[src/rtl/io_bus_arbiter.sv]
`default_nettype none
// ============================================================================
// Module      : io_bus_arbiter
// Description : Two-requester round-robin arbiter for the IO port block.
//               Each transaction runs IDLE -> ACCESS -> CAPTURE -> RESP.
// Revision    : 1.0 - initial release
// ============================================================================
module io_bus_arbiter (
    input  logic        clock,
    input  logic        resetn,
    input  logic        req0,
    input  logic        req1,
    input  logic        we0,
    input  logic        we1,
    input  logic [4:0]  addr0,
    input  logic [4:0]  addr1,
    input  logic [31:0] wdata0,
    input  logic [31:0] wdata1,
    output logic        gnt0,
    output logic        gnt1,
    output logic        rvalid0,
    output logic        rvalid1,
    output logic [31:0] rdata,
    output logic        err,
    output logic [4:0]  io_addr,
    output logic [31:0] io_datain,
    output logic        io_we,
    input  logic [31:0] io_dataout
);

    localparam logic [4:0] C_PARK_ADDR   = 5'b11111;
    localparam logic [4:0] C_MAX_WR_ADDR = 5'd5;

    typedef enum logic [1:0] {
        ST_IDLE    = 2'd0,
        ST_ACCESS  = 2'd1,
        ST_CAPTURE = 2'd2,
        ST_RESP    = 2'd3
    } state_t;

    state_t      r_state;
    state_t      w_next;
    logic        r_ptr;      // last granted requester; also owner of the live transaction
    logic        r_we;
    logic [4:0]  r_addr;
    logic [31:0] r_wdata;
    logic [31:0] r_rdata;
    logic        w_any;
    logic        w_win;
    logic        w_wr_ok;

    assign w_any   = req0 | req1;
    assign w_win   = (req0 & req1) ? ~r_ptr : req1;
    assign w_wr_ok = r_we && (r_addr <= C_MAX_WR_ADDR);
    assign rdata   = r_rdata;

    always_ff @(posedge clock or negedge resetn) begin
        if (!resetn) begin
            r_state <= ST_IDLE;
            r_ptr   <= 1'b1;
            r_we    <= 1'b0;
            r_addr  <= 5'd0;
            r_wdata <= 32'd0;
            r_rdata <= 32'd0;
        end else begin
            r_state <= w_next;
            if (r_state == ST_IDLE && w_any) begin
                r_ptr   <= w_win;
                r_we    <= w_win ? we1    : we0;
                r_addr  <= w_win ? addr1  : addr0;
                r_wdata <= w_win ? wdata1 : wdata0;
            end
            if (r_state == ST_CAPTURE) begin
                r_rdata <= r_we ? 32'd0 : io_dataout;
            end
        end
    end

    always_comb begin
        w_next    = r_state;
        gnt0      = 1'b0;
        gnt1      = 1'b0;
        rvalid0   = 1'b0;
        rvalid1   = 1'b0;
        err       = 1'b0;
        io_addr   = C_PARK_ADDR;
        io_datain = 32'd0;
        io_we     = 1'b0;
        case (r_state)
            ST_IDLE: begin
                if (w_any) w_next = ST_ACCESS;
            end
            ST_ACCESS: begin
                w_next    = ST_CAPTURE;
                gnt0      = ~r_ptr;
                gnt1      = r_ptr;
                io_addr   = r_addr;
                io_datain = r_wdata;
                io_we     = w_wr_ok;
            end
            ST_CAPTURE: begin
                w_next = ST_RESP;
            end
            ST_RESP: begin
                w_next  = ST_IDLE;
                rvalid0 = ~r_ptr;
                rvalid1 = r_ptr;
                err     = r_we & ~w_wr_ok;
            end
            default: w_next = ST_IDLE;
        endcase
    end

endmodule
`default_nettype wire

[config.mk]
export PLATFORM = sky130hd
export DESIGN_NAME = io_bus_arbiter
export DESIGN_NICKNAME = d
export VERILOG_FILES = /design/src/rtl/io_bus_arbiter.sv
export SDC_FILE = /design/constraint.sdc
export NUM_CORES = 1
export LEC_CHECK = 0
export ABC_AREA = 1
export BUFFER_PORTS_ARGS = -buffer_cell sky130_fd_sc_hd__buf_2
export CORE_MARGIN = 2
export CORE_UTILIZATION = 51
export DETAILED_ROUTE_END_ITERATION = 6
export PLACE_DENSITY = 0.92
export SETUP_SLACK_MARGIN = 0.5
export SLEW_MARGIN = 40
export SYNTH_ARGS = -nofsm -noshare
export SYNTH_HDL_FRONTEND = slang
export SYNTH_SLANG_ARGS = --single-unit
[constraint.sdc]
create_clock -name clock -period 3.15 [get_ports clock]
set_input_delay 0.4725 -clock clock [delete_from_list [all_inputs] [get_ports clock]]
set_output_delay 0.4725 -clock clock [all_outputs]
set_load 0.02 [all_outputs]
== Word-level counts from Yosys, hierarchy flattened ==
Cells that the tools add are included.
Word-level totals
  register bits: 73
Cells by class
  $lt $le $gt $ge: 1
  equality and inequality tests: 4
  multiplexer cells: 15
  bitwise gates (word level): 5
  reductions and logical operators: 3
Operators by type and width (number)
  $mux W32: 3
  $mux W5: 2
  $mux W1: 8
  $pmux W2 S4: 1
  $le A5 B3 Y1 const B: 1
  $eq A2 B2 Y1 const B: 2
  $and A1 B1 Y1: 2
  $eq A2 B1 Y1 const B: 1
  $logic_and A1 B1 Y1: 2
  $logic_not A2 Y1: 1
  $mux W2: 1
  $ne A2 B2 Y1 const B: 1
  $not A1 Y1: 2
  $or A1 B1 Y1: 1

== Logic depth before layout (Yosys ltp) ==
  word-level depth: 5
  mapped depth: 8

== Worst setup path after synthesis ==
No wires, ideal clock.
  path kind: register -> output
  start point: reg r_state[1]
  end point: out io_we
  data arrival time: 1435 ps
  path slack: 1242 ps
  stages on the path, launching flop included: 6
  buffers on the path: 1
  path through: dfrtp_1 -> inv_1 -> ha_1 -> clkbuf_1 -> inv_1 -> nor3_1
On the way
  cells in the longest elaborated chain, start to end: 2
RTL lines
  from (decl): line 41  | state_t r_state;
  from (signal assigned): line 66  | r_state <= w_next;
  $eq A2 B1 Y1: line 89  | case (r_state)
  $mux W1: line 89
  to (decl): line 27  | output logic io_we,
No other way between the ends.

== Worst setup path after layout ==
  start point: reg r_state[1]
  end point: out io_datain[27]
On the way
  cells in the longest elaborated chain, start to end: 2
RTL lines
  $eq A2 B1 Y1: line 89
  $mux W32: line 89
  to (decl): line 26  | output logic [31:0] io_datain,
No other way between the ends.

==> metrics.txt <==
Final Hold Viols=0; Area contributors post-synth=dfrtp_1 45%, nand2_1 15%, inv_1 14%; Netlist cell types=16; Final Cycle Share=70.5%; leading area contributor after synthesis=dfrtp_1; min cycle time layout=2.22 ns; PostCTS Resize Cnt=0; initial antenna violation count=1; Worst-path clk slew=0.08 ns; vias per cell=4.72; IO Count=187; Final setup viols=0; Max Slew Vio Count=0; Clock Latency Late Sink=0.33 ns; row count=32; Synth Net Count=689; cts bufs inserted=9; Area Growth Syn to Fin=30.6%; first-pass iteration count of the detailed router=5; crit path cell chain=inv_1, ha_1, buf_4, nand2_1, inv_1, buf_2; Post-Place Cells=835; H-tree depth=3; clock sinks=73; Yosys Warn Count=0; worst vdd ir=0.364 mV; total congestion overflow=0; Tightest Pin Transition=0.552 ns; Arr. time, crit path=1.75 ns; crit path max fanout=35; Hold WC Path Type=input port to async pin; CTS tree=done; commonest non-fill, non-tap cells in the layout=185 x buf_2, 157 x nand2_1, 149 x inv_1; Leakage Power=3.37 nW; setup TNS=0 ns; Post-Syn Area=0.00396 mm^2; dpl hpwl=7430 um; Synth top area share=45.5%; power per cell area=903 mW/mm^2; nets=860; antenna fix cells=0; Critical Path Source Type=flip-flop; Max-slew headroom=63.1%; core area=0.00761 mm^2; share of layout cells above drive strength 1=28.9%; Finished Layout Cells=850; DRC=0; number of global-route vias before repair=3,788; most frequent CP cell=inv_1; Die ar.=0.00849 mm^2; Worst Path Required=2.68 ns; Max-Cap Viols=0; slowest stage delay, CP=0.43 ns; slowest CP cell=dfrtp_1; Post-Syn Area per Cell=6.92 um^2; DRT Wirelength=9860 um; Die Wd=92.1 um; Starting Density=52.1%; synthesized instance count=573; die height=92.1 um; GR Util All Layers=23.3%; commonest non-fill, non-tap cell in the layout=buf_2; Worst setup startpoint=r_state[1]; drt wl/cell=11.6 um; clk root buf=clkbuf_8; GPL Wtd Cong=0.834; status=finished, final reports clean; setup bufs post-CTS=0; pin count of the biggest net entering global routing=66; post-route ant nets=0; RSZ-0062 raised after global routing=false; Critical R2R Launch=r_state[0]; vias=4,015; fmax=451 MHz; clock skew=0.00990 ns; first-pass GRT wire length=15,900 um; Crit. End Element=output port; initial DRC count=151; sequential-to-total area share from yosys stat=46.1%; critical path class=flip-flop to output port; Longest Clk Path Bufs=2; Yosys reg bits=73; IO Port Bufs=186; hold_buf cts=0
==> worst max-delay path, delay by kind of cell, from the launching register on <==
family / cells / cell delay, ns
adder cells (fa/ha/maj): 1 / 0.17
buffers and inverters: 4 / 0.69
AND/OR/NAND/NOR: 1 / 0.12
flip-flops: 1 / 0.43
==> power by group <==
group	internal [mW]	switching, mW
clock	0.462	0.319
combinational	0.735	1.51
sequential	1.38	0.258
==> cell families after synthesis <==
logic type	after synthesis	share of synthesized area, %
AND/OR/NAND/NOR	275	29.7
buffers and inverters	184	18.2
flip-flops	73	46.1
AO/OA/AOI/OAI	37	4.67
adder cells (fa/ha/maj)	4	1.26
==> layout make-up <==
class                      count  area [um^2]
fill                         649         2430
inverter                     150          563
sequential                    73         1830
clock inverter                 5         80.1
tap                          102          128
multi-input combinational    316         1430
timing repair buffer         194         1010
clock buffer                  10          138
==> metrics by stage <==
stage	cell area, um^2	utilization (%)	hold WS [ns]	total power, mW	setup WS (ns)
CTS	5170	68.0	0.0951	4.70	0.914
finish	5170	68.0	0.0939	4.67	0.931
global placement	4930	64.8	0.461	3.79	1.40
floorplan	3960	-	0.177	3.16	1.24
detailed placement	4960	65.1	0.460	3.91	1.28
global route	5170	68.0	0.110	5.05	0.798
==> Yosys cell counts (all sizes together) <==
cell type	instances
inv	149
clkinv	1
o21ai	37
dfrtp	72
nand3	109
nor3	1
nand2	157
nor2	5
ha	4
clkbuf	15
or2	3
dfstp	1
buf	19
==> state kept, by name (all words and copies together), names as in the netlist <==
| register | cells |
|---|---|
| r_state | 2 |
| rdata | 32 |
| r_addr | 5 |
| r_wdata | 32 |
| r_we | 1 |
| r_ptr | 1 |
==> per-layer routing <==
layer | vias up | GRT usage, % | wire (um)
li1 | 2034 | - | -
met1 | 1811 | 26.5 | 4040
met2 | 155 | 43.8 | 5030
met3 | 13 | 4.35 | 654
met4 | 2 | 7.46 | 118
met5 | - | 0 | 13
==> path summary, 6_finish.rpt <==
path	to	slack [ns]	cells after the start
max	io_datain[27]	0.93	6
min	rdata[23]	0.09	1
min reg2reg	r_wdata[19]	0.48	2
min in group clock	rdata[19]	0.39	3
max reg2reg	r_we	1.29	7
max in group asynchronous	r_ptr	2.44	2
Power figures use the tool's default switching activity.
